$ cat src/rtl/led_scan_ctrl.sv
`timescale 1ns/1ps
// Row-multiplexed 16x16 LED matrix scanner reading a 256-word frame over RAM port B.
// Optional gamma mapping of pixel brightness when LED_SCAN_GAMMA_EN is defined.
module led_scan_ctrl #(
  parameter logic [15:0] BASE_ADDR   = 16'hC000,
  parameter int unsigned RD_LAT      = 2,
  parameter int unsigned STEP_CYCLES = 64
) (
  input  logic        clock,
  input  logic        reset,
  input  logic        enable,
  output logic [15:0] address_b,
  output logic        wren_b,
  output logic [15:0] data_b,
  input  logic [15:0] q_b,
  output logic [3:0]  row_sel,
  output logic        row_en,
  output logic [15:0] col_on,
  output logic        frame_start,
  output logic        busy
);

  localparam int unsigned SW = (STEP_CYCLES > 1) ? $clog2(STEP_CYCLES) : 1;
  localparam logic [4:0]    K_LAST = 5'(15 + RD_LAT);
  localparam logic [4:0]    K_LAT  = 5'(RD_LAT);
  localparam logic [SW-1:0] S_LAST = SW'(STEP_CYCLES - 1);

  typedef enum logic [1:0] {S_IDLE, S_FETCH, S_SHOW, S_NEXT} state_t;

  state_t            r_state, w_state_nxt;
  logic [4:0]        r_k, w_k_nxt;
  logic [3:0]        r_p, w_p_nxt;
  logic [SW-1:0]     r_s, w_s_nxt;
  logic [3:0]        r_row, w_row_nxt;
  logic [15:0][3:0]  r_bright, w_bright_nxt;
  logic [15:0]       w_addr_nxt;
  logic [15:0]       w_col_nxt;
  logic              w_fs_nxt;
  logic              w_row_en_nxt;
  logic              w_busy_nxt;
  logic              w_unused;

  // Only the low nibble of each word carries brightness.
  assign w_unused = ^q_b[15:4];

  function automatic logic [3:0] map_pix(input logic [3:0] v);
`ifdef LED_SCAN_GAMMA_EN
    case (v)
      4'd0:    return 4'd0;
      4'd1:    return 4'd0;
      4'd2:    return 4'd0;
      4'd3:    return 4'd1;
      4'd4:    return 4'd1;
      4'd5:    return 4'd1;
      4'd6:    return 4'd2;
      4'd7:    return 4'd2;
      4'd8:    return 4'd3;
      4'd9:    return 4'd4;
      4'd10:   return 4'd5;
      4'd11:   return 4'd6;
      4'd12:   return 4'd8;
      4'd13:   return 4'd10;
      4'd14:   return 4'd12;
      default: return 4'd15;
    endcase
`else
    return v;
`endif
  endfunction

  // Next-state and next-output logic; outputs are registered from these values.
  always_comb begin
    w_state_nxt  = r_state;
    w_k_nxt      = r_k;
    w_p_nxt      = r_p;
    w_s_nxt      = r_s;
    w_row_nxt    = r_row;
    w_bright_nxt = r_bright;
    w_fs_nxt     = 1'b0;
    w_addr_nxt   = BASE_ADDR;
    w_col_nxt    = '0;

    case (r_state)
      S_IDLE: begin
        if (enable) begin
          w_state_nxt = S_FETCH;
          w_k_nxt     = '0;
          w_row_nxt   = '0;
          w_fs_nxt    = 1'b1;
        end
      end
      S_FETCH: begin
        // Word for column k arrives RD_LAT cycles after its address.
        if (r_k >= K_LAT) begin
          w_bright_nxt[4'(r_k - K_LAT)] = map_pix(q_b[3:0]);
        end
        if (r_k == K_LAST) begin
          w_state_nxt = S_SHOW;
          w_k_nxt     = '0;
          w_p_nxt     = '0;
          w_s_nxt     = '0;
        end else begin
          w_k_nxt = r_k + 5'd1;
        end
      end
      S_SHOW: begin
        if (r_s == S_LAST) begin
          w_s_nxt = '0;
          if (r_p == 4'd14) begin
            w_state_nxt = S_NEXT;
            w_p_nxt     = '0;
          end else begin
            w_p_nxt = r_p + 4'd1;
          end
        end else begin
          w_s_nxt = r_s + SW'(1);
        end
      end
      S_NEXT: begin
        w_k_nxt = '0;
        if (enable) begin
          w_state_nxt = S_FETCH;
          w_row_nxt   = r_row + 4'd1;
          w_fs_nxt    = (r_row == 4'd15);
        end else begin
          w_state_nxt = S_IDLE;
          w_row_nxt   = '0;
        end
      end
      default: w_state_nxt = S_IDLE;
    endcase

    w_row_en_nxt = (w_state_nxt == S_SHOW);
    w_busy_nxt   = (w_state_nxt != S_IDLE);

    // Address holds the last column during the read-latency overhang.
    if (w_state_nxt == S_FETCH) begin
      w_addr_nxt = BASE_ADDR + {8'h00, w_row_nxt,
                                (w_k_nxt > 5'd15) ? 4'hF : w_k_nxt[3:0]};
    end

    if (w_state_nxt == S_SHOW) begin
      for (int c = 0; c < 16; c++) begin
        w_col_nxt[c] = (w_bright_nxt[c] > w_p_nxt);
      end
    end
  end

  always_ff @(posedge clock or posedge reset) begin
    if (reset) begin
      r_state     <= S_IDLE;
      r_k         <= '0;
      r_p         <= '0;
      r_s         <= '0;
      r_row       <= '0;
      r_bright    <= '0;
      address_b   <= BASE_ADDR;
      col_on      <= '0;
      row_en      <= 1'b0;
      frame_start <= 1'b0;
      busy        <= 1'b0;
    end else begin
      r_state     <= w_state_nxt;
      r_k         <= w_k_nxt;
      r_p         <= w_p_nxt;
      r_s         <= w_s_nxt;
      r_row       <= w_row_nxt;
      r_bright    <= w_bright_nxt;
      address_b   <= w_addr_nxt;
      col_on      <= w_col_nxt;
      row_en      <= w_row_en_nxt;
      frame_start <= w_fs_nxt;
      busy        <= w_busy_nxt;
    end
  end

  assign row_sel = r_row;
  assign wren_b  = 1'b0;
  assign data_b  = 16'h0000;

endmodule
$ cat config.mk
export PLATFORM = sky130hd
export DESIGN_NAME = led_scan_ctrl
export DESIGN_NICKNAME = d
export VERILOG_FILES = /design/src/rtl/led_scan_ctrl.sv
export SDC_FILE = /design/constraint.sdc
export NUM_CORES = 1
export LEC_CHECK = 0
export BUFFER_PORTS_ARGS = -buffer_cell sky130_fd_sc_hd__buf_2
export CAP_MARGIN = 5
export CORE_UTILIZATION = 64
export CTS_BUF_LIST = sky130_fd_sc_hd__clkbuf_16
export DETAILED_ROUTE_END_ITERATION = 6
export HOLD_SLACK_MARGIN = 0.12
export PLACE_DENSITY_LB_ADDON = 0.08
export SLEW_MARGIN = 40
export SYNTH_ARGS = -nofsm -noshare
export SYNTH_HDL_FRONTEND = slang
export SYNTH_SLANG_ARGS = --single-unit
$ cat constraint.sdc
create_clock -name clock -period 10.5 [get_ports clock]
set_input_delay 2.1 -clock clock [delete_from_list [all_inputs] [get_ports clock]]
set_output_delay 2.1 -clock clock [all_outputs]
set_load 0.02 [all_outputs]
# Word level (Yosys, flattened, before mapping)
# Cells that the tools add are included.
[classes]
addsub = 6
n_lt_le_gt_ge = 20
n_eq_ne = 10
n_mux = 30
n_reduce_logical = 5
[ops]
columns = ["cell", "count"]
rows = [
  ["$mux 64", 2],
  ["$bwmux 64", 1],
  ["$gt 4x4->1", 16],
  ["$mux 16", 2],
  ["$mux 4", 7],
  ["$add 15x9->16 const A", 1],
  ["$demux 4 s4", 1],
  ["$pmux 4 s2", 2],
  ["$pmux 5 s3", 1],
  ["$mux 6", 2],
  ["$pmux 6 s2", 1],
  ["$mux 5", 2],
  ["$add 4x1->4 const B", 2],
  ["$eq 4x4->1 const B", 2],
  ["$mux 2", 4],
  ["$pmux 2 s4", 1],
  ["$add 6x1->6 const B", 1],
  ["$eq 2x2->1 const B", 3],
  ["$eq 6x6->1 const B", 1],
  ["$add 5x1->5 const B", 1],
  ["$eq 5x5->1 const B", 1],
  ["$ge 5x2->1 const B", 1],
  ["$gt 5x4->1 const B", 1],
  ["$lt 4x5->1 const B", 1],
  ["10 further kinds", 14],
]
[word_totals]
register_bits = 120
in_bits = 19
out_inout_bits = 56
word_cells = 97

# Longest topological paths before layout
# Gate-level depths: netlist of the first run.
[logic_depth]
word_depth = 10
depth_mapped = 15
mapped_depth_nobuf = 14

# Least setup slack after synthesis of the first run
# Ideal clock, no wire load.
[synth_timing]
path_type = "input to register"
start = "input q_b[3]"
end = "register col_on[9]"
arrival_time_ns = 3.796
path_slack_ns = 6.593
cell_stages = 8
cell_sequence = "clkbuf_1 mux2_2 ha_1 and3_1 a41o_2 a31oi_1 o21ai_1 a2111oi_2"
[synth_rtl]
columns = ["element", "line", "source"]
rows = [
  ["start, declared", "15", "input logic [15:0] q_b,"],
  ["end signal, assigned", "170", "col_on <= w_col_nxt;"],
  ["end, declared", "18", "output logic [15:0] col_on,"],
]

# Worst setup path after layout of the first run
[layout_timing]
start = "register r_k[1]"
end = "register col_on[10]"
[layout_via]
elab_chain_len = 10
word_cells_on_any_way = 18
cone_classes = "add/sub (1); order compare (4); eq/ne (2); mux (10); reduce/logical (1)"
[layout_lines]
columns = ["element", "line", "source"]
rows = [
  ["start, declared", "31", "logic [4:0] r_k, w_k_nxt;"],
  ["start signal, assigned", "164", "r_k <= w_k_nxt;"],
  ["$sub 4x2->4", "95", "w_bright_nxt[4'(r_k - K_LAT)] = map_pix(q_b[3:0]);"],
  ["$lt 4x5->1 (implied by the code) or $ge 4x1->1 (tied branches)", "95", ""],
  ["$logic_and 1x1->1 (implied by the code)", "95", ""],
  ["$mux 4 (implied by the code)", "95", ""],
  ["$demux 4 s4", "95", ""],
  ["$bwmux 64", "95", ""],
  ["$mux 64", "94", "if (r_k >= K_LAT) begin"],
  ["$mux 64", "83", "case (r_state)"],
  ["$gt 4x4->1", "144", "w_col_nxt[c] = (w_bright_nxt[c] > w_p_nxt);"],
  ["$mux 16 *", "142", "if (w_state_nxt == S_SHOW) begin"],
  ["named net w_col_nxt[10]", "37", "logic [15:0] w_col_nxt;"],
]
# The timed path passes the listed nets; every way through them passes the cells marked *.
# A chain may end at the register's enable or synchronous reset.

==> out/summary.txt, run 1 <==
Outcome: finished, violations left
Failing checks: design-rule violations
Worst Tran Pin Value: 0.644 ns
Max Cap Violations: 0
First drt pass iteration count: 6
Total GRT Usage: 27.5%
Die Area: 10,400 sq um
Layout cell share with drive strength beyond 1: 22.8%
Post-Synthesis Cells: 589
Power, Total: 889 uW
Setup crit start: r_k[1]
CP arrival: 4.20 ns
Initial antenna violation count: 0
Largest net degree at the start of global routing: 71
Area Overhead vs Synth: 7.34%
Final std cells w/o fill: 755
Final Hold Fails: 0
Clock slew at reported path FFs: 0.07 ns
Inst Count DP: 740
PwrDens: 129 nW/um^2
Worst r2r src: r_k[1]
Final Critical Period: 3.97 ns
Register bit total from synthesis: 112
Met2 track demand over resource: 46.2%
Synth area leaders: dfrtp_1 (44%), ha_1 (12%), mux2_2 (10%), buf_4 (3.2%), inv_1 (3.1%)
Num Clock Sinks: 112
Worst setup EP type: register
Setup crit start kind: register
CP max FO: 17
Wire per inst: 17.4 um
Final worst-path cycle share: 37.8%
Yosys warns: 0
Synth Cell Area: 6410 sq um
Synth Flop Type: dfrtp_1
Leakage dissipation: 3.15 nW
Clock Latency Late Sink: 0.35 ns
Crit Path Class: register to register
Max Clk Rate: 252 MHz
H-tree depth reported by CTS: 3
Worst vdd ir: 0.0825 mV
Total negative slack: 0 ns
Unrepaired setup endpoints after global routing: no
Die span in y: 102 um
Starting Density: 65.9%
Cell variety after synth: 63
Class of the worst hold path: register to register
Post-DP HPWL: 8680 um
ANT cells: 0
Yosys top cell by area: dfrtp_1
Share of the synthesized area in the top cell type: 43.7%
CTS tree: built
Post-CTS Setup Inserts: 0
Met3 track demand over resource: 3.15%
Post-synth top cells: dfrtp_1 (112), ha_1 (61), mux2_2 (57), inv_1 (53), nor2_1 (31)
Die width: 102 um
Hold Crit Start: r_s[5]
Core ar.: 9730 sq um
DRT iter0 DRCs: 192
Final setup viols: 0
Nets: 698
Post-DRT Antenna Nets: 0
Vias post-DR: 4,394
CTS Buffer Depth: 2
Met1 usage: 36.0%
Via/cell ratio: 5.82
Number of port buffers: 37
Worst endpoint required time: 10.73 ns
DRC Markers: 1
Max_slew headroom: 56.8%
First-pass GRT wire length: 21,400 um
Synth async-reset ratio: 100%
Overflow after GRT: 0
Cts hold-fix bufs: 0
Post-CTS Resized: 0
Sequential-to-total area share from yosys stat: 43.7%
Final Routed Wirelength: 13,100 um
Root Buffer: clkbuf_16
Num CTS Buffers: 9
Global route hottest layer: met2
Vias in the first global route: 4,382
FILL cells: 718
Avg Cell Area, Syn: 10.9 sq um
GPL Wtd Cong: 0.839
Clock skew: 0.00805 ns
Floorplan row count: 36
I/O pin cnt: 75
EDFF count, synth: 0
Slew Viols, Final: 0
Most numerous cell in the Yosys netlist: dfrtp_1
==> cell usage in the layout, fill, tap and decap left out, drive strengths merged, types with 7 or more instances in the layout <==
cell / netlist / final
a211oi: 10 / 10
a21oi: 18 / 18
a31oi: 7 / 7
and3: 16 / 16
buf: 36 / 40
clkbuf: 9 / 9
conb: 2 / 25
dfrtp: 112 / 112
ha: 61 / 61
inv: 54 / 55
mux2: 60 / 60
mux2i: 9 / 9
nand2: 29 / 29
nand3: 17 / 17
nor2: 32 / 32
nor3: 11 / 11
o21ai: 27 / 27
xnor2: 10 / 10
==> power by group <==
part / leakage, nW / internal [mW] / switching [mW]
Combinational: 1.67 / 0.0300 / 0.0528
Clock: 0.152 / 0.205 / 0.148
Sequential: 1.33 / 0.448 / 0.00448
Total: 3.15 / 0.683 / 0.206
==> logic make-up after synthesis <==
| kind of cell | count (synthesis) | share of synthesized area (%) |
|---|---|---|
| AO/OA/AOI/OAI | 105 | 12.1 |
| adder cells (fa/ha/maj) | 65 | 12.6 |
| buffers and inverters | 99 | 7.83 |
| other | 2 | 0.117 |
| AND/OR/NAND/NOR | 127 | 10.0 |
| flip-flops | 112 | 43.7 |
| XOR/XNOR | 10 | 1.48 |
| multiplexers | 69 | 12.1 |
==> per-layer routing <==
| metal | routed length (um) | up-vias |
|---|---|---|
| met3 | 335 | 24 |
| met4 | 290 | 0 |
| li1 | - | 2080 |
| met5 | 0 | - |
| met1 | 6000 | 2192 |
| met2 | 6520 | 98 |
==> critical path: stages (launching register included) <==
cell and delay [ns]:
dfrtp_1 0.43, inv_1 0.14, ha_1 0.30, nor4bb_1 0.29, nand2b_1 0.43, nand3_1 0.25
nand2_1 0.12, o21a_2 0.50, ha_1 0.34, and3_1 0.21, a41o_2 0.27, a31oi_1 0.13
o21ai_1 0.10, a2111oi_2 0.35
==> layout make-up <==
type,instances,area (sq um),area share [%]
Clock inverter,6,76.3,1.11
Sequential cell,112,2800,40.7
Multi-Input combinational cell,401,3190,46.4
Inverter,54,205,2.98
Clock buffer,9,225,3.27
Timing Repair Buffer,40,211,3.07
Tap cell,133,166,2.42
==> path summary, 6_finish.rpt <==
kind	end	slack (ns)	cells after the start
max	col_on[10]	6.53	13
min	r_s[5]	0.49	1
max reg2reg	col_on[10]	6.53	13
min reg2reg	r_s[5]	0.49	1
max in group asynchronous	r_bright[58]	7.68	3
min in group asynchronous	r_bright[23]	1.80	2
==> sequential cells by signal (all words and copies together) (netlist names) <==
name / flops
r_s: 6
r_k: 5
col_on: 16
r_state: 2
busy: 1
row_en: 1
r_p: 4
row_sel: 4
r_bright: 64
frame_start: 1
address_b: 8
==> stage by stage <==
step	instance area (sq um)	utilization, %	worst slack [ns]	hold WS [ns]
floorplan	6500	-	5.44	0.445
global placement	6570	67.6	6.33	0.472
detailed placement	6580	67.6	6.36	0.471
CTS	6880	70.7	6.53	0.486
global route	6880	70.7	6.24	0.508
finish	6880	70.7	6.53	0.488
Power figures use the tool's default switching activity.
==> run 2, diff against run 1 <==
Settings changed: ABC_AREA set to 1, CORE_UTILIZATION 64 to 54.
Clock period 10.5 ns to 3.28 ns, I/O delays scaled along.
==> out/summary.txt, run 2 <==
Most frequent cells in the layout: nand2_1 (243), inv_1 (164), dfrtp_1 (112)
Register Area: 2800 sq um (unchanged)
Adder-Cell Fraction of Synth Area: 10.6% (-2.0 points)
Synth area leaders: dfrtp_1 (39%), nand2_1 (13%), ha_1 (11%), inv_1 (8.6%), nand4_1 (4.5%)
Most common cell after layout, fill and taps aside: nand2_1
Reg2reg setup slack: 0.38 ns (-6.15 ns)
Max_slew headroom: 50.0% (-6.9 points)
Yosys top cell by area: dfrtp_1
Placed instance area: 7540 sq um (+15%)
Largest family of logic cells by synthesized area: simple AND/OR/NAND/NOR gates
Initial antenna violation count: 0 (unchanged)
Core ar.: 12,800 sq um (+32%)
Leakage dissipation: 4.48 nW (+42%)
Crit Path Class: register to register
Post-DRT Antenna Nets: 0 (unchanged)
First drt pass iteration count: 5 (-1)
Clock slew at reported path FFs: 0.07 ns (about the same)
Most flop-heavy register: r_bright
Yosys warns: 0 (unchanged)
Max Clk Rate: 345 MHz (+37%)
Total GRT Usage: 23.7% (-3.7 points)
Final setup viols: 0 (unchanged)
Cell variety after synth: 37 (-41%)
Synth Area in Simple Gates: 29.5% (+20 points)
Num Clock Sinks: 112 (unchanged)
Cts hold-fix bufs: 0 (unchanged)
Worst endpoint required time: 3.53 ns (-7.20 ns)
Slew Viols, Final: 0 (unchanged)
DRC Markers: 0 (-1)
Worst setup EP type: register
CTS tree: built
Worst reg-to-reg path cell count: 20 (+7)
CP max FO: 6 (-11)
H-tree depth reported by CTS: 3 (unchanged)
Wire per inst: 13.3 um (-23%)
Die width: 118 um (+15%)
CP arrival: 3.15 ns (-1.05 ns)
CTS Buffer Depth: 2 (unchanged)
Num CTS Buffers: 9 (unchanged)
Area Overhead vs Synth: 8.30%
Largest net degree at the start of global routing: 56 (-21%)
Layout cell share with drive strength beyond 1: 13.9% (-8.9 points)
Vias in the first global route: 5,305 (+21%)
Total negative slack: 0 ns (unchanged)
Max FFs per register: 64 (unchanged)
Register bit total from synthesis: 112 (unchanged)
Final instance area: 7830 sq um (+14%)
Area occupied by multi-input gates: 3530 sq um (+11%)
Final Routed Wirelength: 15,200 um (+16%)
Avg Cell Area, Syn: 7.86 sq um (-28%)
Die span in y: 118 um (+15%)
Reg-to-Reg End: col_on[14]
Clock Latency Late Sink: 0.36 ns (about the same)
Setup crit start: r_s[0]
Largest regs: r_bright (64), col_on (16), address_b (8)
Post-Synthesis Cells: 920 (+56%)
I/O pin cnt: 75 (unchanged)
Class of the worst hold path: input pin to async pin
Nets: 1,044 (+50%)
Final worst-path cycle share: 88.4% (+51 points)
Number of port buffers: 37 (unchanged)
Sequential-to-total area share from yosys stat: 38.7% (-5.0 points)
First-pass GRT wire length: 26,100 um (+22%)
Via/cell ratio: 4.96 (-15%)
Outcome: complete, no violations
Post-CTS Setup Inserts: 0 (unchanged)
Root Buffer: clkbuf_16
Final Hold Fails: 0 (unchanged)
Max Cap Violations: 0 (unchanged)
Floorplan row count: 41 (+14%)
Synth Flop Type: dfrtp_1
Critical Path Sink: col_on[14]
Setup crit start kind: register
Worst vdd ir: 0.386 mV (+370%)
Clock skew: 0.00730 ns (-0.000755 ns)
Share of the synthesized area in the top cell type: 38.7% (-5.0 points)
DRT iter0 DRCs: 346 (+80%)
ANT cells: 0 (unchanged)
Mux contribution to synthesized area: 0% (-12 points)
GPL Wtd Cong: 0.833 (-0.68%)
Worst Tran Pin Value: 0.749 ns (+0.105 ns)
Synth Area in Compound Gates: 7.18% (-4.9 points)
Synth Cell Area: 7230 sq um (+13%)
Worst r2r src: r_s[0]
Die Area: 13,900 sq um (+33%)
Post-synth top cells: nand2_1 (243), inv_1 (165), dfrtp_1 (112), ha_1 (61), o21ai_0 (55)
PwrDens: 826 nW/um^2 (+540%)
EDFF count, synth: 0 (unchanged)
Post-CTS Resized: 0 (unchanged)
Vias post-DR: 5,664 (+29%)
Overflow after GRT: 0 (unchanged)
Most numerous cell in the Yosys netlist: nand2_1
Xor and xnor area share after synthesis: 0.242% (-1.2 points)
Unrepaired setup endpoints after global routing: no
Final Critical Period: 2.90 ns (-1.07 ns)
Post-DP HPWL: 10,400 um (+20%)
Starting Density: 56.4% (-9.5 points)
FILL cells: 1,199 (+67%)
Synth async-reset ratio: 100% (unchanged)
[run 2: per-layer routing]
layer  vias to the layer above  part of all wire, %  GRT usage (%)
met3                        13                  3.7           3.44
li1                       2950                    -              -
met1                      2598                   49           32.6
met5                         -                    0              0
met4                         0                  1.3           7.53
met2                       103                   46           38.6
[run 2: worst max-delay path, stage by stage (launching register included)]
cell     delay, ns
dfrtp_1       0.39
ha_1          0.20
nand3_1       0.10
nor2_1        0.24
inv_1         0.07
nand2_1       0.16
inv_1         0.08
nor2_1        0.10
inv_1         0.06
nand2_1       0.05
o21ai_0       0.11
inv_1         0.30
ha_1          0.31
inv_1         0.07
nor2_1        0.04
nor2_1        0.09
a21oi_1       0.06
o21ai_0       0.16
nand2_1       0.06
nor2_1        0.08
nor2_1        0.04
[run 2: cell families (layout without fill, tap and decap cells)]
kind of cell | after synthesis | count (layout)
other | 2 | 25
DFF | 112 | 112
adders and majority gates | 61 | 61
buffers and inverters | 214 | 240
and+or+nand+nor | 438 | 438
AOI/OAI and AO/OA | 91 | 91
xor gates and xnor gates | 2 | 2
[run 2: worst min-delay path by stage]
stage | slack, ns | cells after the start | from | endpoint
3_3_place_gp | 0.46 | 2 | r_bright[59] | r_bright[59]
4_1_cts | 0.40 | 2 | reset | r_s[3]
5_1_grt | 0.43 | 2 | reset | r_s[5]
3_5_place_dp | 0.47 | 2 | r_bright[59] | r_bright[59]
6_report | 0.38 | 2 | reset | r_s[5]
2_1_floorplan | 0.44 | 2 | r_bright[59] | r_bright[59]
[run 2: layout make-up]
cell class	instances	share of cell area (%)
Clock buffer	9	2.87
Tap cell	172	2.75
Sequential cell	112	35.8
Clock inverter	7	0.926
Timing Repair Buffer	55	4.41
Inverter	169	8.19
Multi-Input combinational cell	617	45.1
[run 2: through the flow]
step / cells / power (mW) / worst slack (ns) / util, % / hold slack [ns]
after floorplan: 943 / 4.89 / 0.244 / - / 0.443
after global placement: 1125 / 5.29 / 0.451 / 58.8 / 0.459
after detailed placement: 1125 / 5.36 / 0.409 / 58.8 / 0.472
after CTS: 1141 / 6.51 / 0.373 / 61.1 / 0.399
after global routing: 1141 / 7.16 / 0.136 / 61.1 / 0.431
final: 1141 / 6.47 / 0.381 / 61.1 / 0.378
[run 2: power breakdown]
part	switching, mW	internal, mW
sequential	0.163	1.83
combinational	2.19	1.18
clock	0.527	0.592
total	2.88	3.60
==> run 3, diff against run 2 <==
Settings changed: BUFFER_PORTS_ARGS -buffer_cell sky130_fd_sc_hd__buf_2 to -buffer_cell sky130_fd_sc_hd__buf_4.
==> out/summary.txt, run 3 (synthesized netlist as in run 2, its figures left out) <==
Met1 usage: 32.9% (+0.32 points)
Root Buffer: clkbuf_16
Worst setup EP type: register
Most flop-heavy register: r_bright
Post-DP HPWL: 10,300 um (-1.2%)
Initial antenna violation count: 0 (unchanged)
Most frequent cells in the layout: nand2_1 (243), inv_1 (168), dfrtp_1 (112)
Num CTS Buffers: 9 (unchanged)
Total negative slack: 0 ns (unchanged)
I/O pin cnt: 75 (unchanged)
Overflow after GRT: 0 (unchanged)
Core ar.: 12,800 sq um (unchanged)
Worst r2r src: r_k[1]
Worst endpoint required time: 3.56 ns (+0.03 ns)
PwrDens: 815 nW/um^2 (-1.3%)
Leakage dissipation: 4.50 nW (+0.42%)
Area Overhead vs Synth: 9.34%
Setup crit start kind: register
Setup crit start: r_k[1]
Class of the worst hold path: input pin to async pin
Die span in y: 118 um (unchanged)
CP arrival: 3.14 ns (about the same)
Floorplan row count: 41 (unchanged)
Seq pwr share: 31.0% (+0.2 points)
Final critical-path setup slack: 0.425 ns (+0.0438 ns)
Worst vdd ir: 0.391 mV (+1.2%)
Int Pwr: 3.61 mW (+0.25%)
Critical Path Sink: col_on[2]
Vias post-DR: 5,628 (-0.64%)
Post-CTS Resized: 0 (unchanged)
Wire per inst: 13.3 um (-0.44%)
NetSw: 2.84 mW (-1.2%)
Via/cell ratio: 4.94 (-0.46%)
Max FFs per register: 64 (unchanged)
CTS Buffer Depth: 2 (unchanged)
Unrepaired setup endpoints after global routing: no
Worst Tran Pin Value: 0.749 ns (+0.000498 ns)
Final Hold Fails: 0 (unchanged)
Final Routed Wirelength: 15,100 um (-0.62%)
Final std cells w/o fill: 1,139 (-0.18%)
Final setup viols: 0 (unchanged)
First-pass GRT wire length: 25,400 um (-2.7%)
Final worst-path cycle share: 87.0% (-1.3 points)
Final Critical Period: 2.86 ns (-0.0438 ns)
Area occupied by multi-input gates: 3530 sq um (unchanged)
Largest net degree at the start of global routing: 57 (+1.8%)
Met2 track demand over resource: 36.3% (-2.2 points)
Inst Count DP: 1,123 (-0.18%)
Clock skew: 0.00907 ns (+0.00177 ns)
Die width: 118 um (unchanged)
FILL cells: 1,186 (-1.1%)
Number of port buffers: 37 (unchanged)
Cts hold-fix bufs: 0 (unchanged)
Nets: 1,042 (-0.19%)
Worst reg-to-reg path cell count: 14 (-30%)
ANT cells: 0 (unchanged)
Layout cell share with drive strength beyond 1: 13.4% (-0.49 points)
GPL Wtd Cong: 0.849 (+1.9%)
Met3 track demand over resource: 4.89% (+1.5 points)
DRC Markers: 0 (unchanged)
Max Cap Violations: 0 (unchanged)
Global route hottest layer: met2
First drt pass iteration count: 5 (unchanged)
Clock slew at reported path FFs: 0.07 ns (about the same)
Post-CTS Setup Inserts: 0 (unchanged)
Die Area: 13,900 sq um (unchanged)
CP max FO: 11 (+5)
Num Clock Sinks: 112 (unchanged)
Logic pwr share: 52.2% (+0.3 points)
H-tree depth reported by CTS: 3 (unchanged)
Slew Viols, Final: 0 (unchanged)
Clk pwr share: 16.8% (-0.5 points)
Most common cell after layout, fill and taps aside: nand2_1
Reg-to-Reg End: col_on[2]
CTS tree: built
Vias in the first global route: 5,162 (-2.7%)
Starting Density: 56.4% (unchanged)
Crit Path Class: register to register
DRT iter0 DRCs: 332 (-4.0%)
Register Area: 2800 sq um (unchanged)
Total GRT Usage: 23.2% (-0.55 points)
Switching Fraction: 44.1% (-0.36 points)
Post-DRT Antenna Nets: 0 (unchanged)
Reg2reg setup slack: 0.42 ns (+0.04 ns)
Clock Latency Late Sink: 0.36 ns (about the same)
Max Clk Rate: 350 MHz (+1.5%)
Outcome: complete, no violations
Max_slew headroom: 49.9% (about the same)
Dpl ws: 0.443 ns (+0.0341 ns)
Largest regs: r_bright (64), col_on (16), address_b (8)
run 3: cell count changes in the layout (fill, tap and decap cells not counted), moves of 3 or more:
cell / change
inv_1: +4
buf_4: +34
clkinvlp_4: -3
buf_2: -37
run 3: critical path, cell delays in order, from the launching register on:
cell and delay [ns]:
dfrtp_1 0.42, inv_1 0.11, ha_1 0.55, inv_4 0.11, nor2_4 0.35, nand3_2 0.22
nand2_1 0.09, o21ai_0 0.11, ha_1 0.32, inv_1 0.04, o21bai_1 0.13, nand4_1 0.10
nand2_1 0.07, inv_1 0.04, nor2_2 0.10
run 3: cell type report:
cell class                      count  area share [%]
Multi-Input combinational cell    617            44.6
Sequential cell                   112            35.4
Inverter                          169            8.12
Timing Repair Buffer               53            5.51
Clock buffer                        9            2.85
Tap cell                          172            2.72
Clock inverter                      7           0.728
run 3: worst min path at each step:
stage                       from      endpoint  slack (ns)  depth (start not counted)
floorplan           r_bright[59]  r_bright[59]        0.44                          2
global placement    r_bright[59]  r_bright[59]        0.46                          2
detailed placement  r_bright[59]  r_bright[59]        0.46                          2
CTS                        reset        r_s[5]        0.40                          2
global route               reset        r_s[5]        0.44                          2
finish                     reset        r_s[4]        0.39                          2
run 3: stage by stage:
step	hold WS [ns]	util [%]	total power, mW	area, sq um
detailed placement	0.464	59.5	5.38	7630
global route	0.435	61.7	7.10	7910
global placement	0.458	59.5	5.30	7630
floorplan	0.443	-	4.89	7320
CTS	0.403	61.7	6.49	7910
finish	0.385	61.7	6.45	7910
run 3: metal layers:
layer | share of wire [%] | up-vias
li1 | - | 2945
met1 | 49 | 2572
met2 | 46 | 94
met3 | 3.6 | 17
met4 | 1.1 | 0
met5 | 0 | -
run 3: power groups by stage:
stage	combinational, mW	clock (mW)	sequential, mW
2_1_floorplan	2.87	0	2.02
3_3_place_gp	3.30	0	2.01
3_5_place_dp	3.35	0	2.02
4_1_cts	3.38	1.11	2.00
5_1_grt	3.89	1.16	2.04
6_report	3.36	1.08	2.00
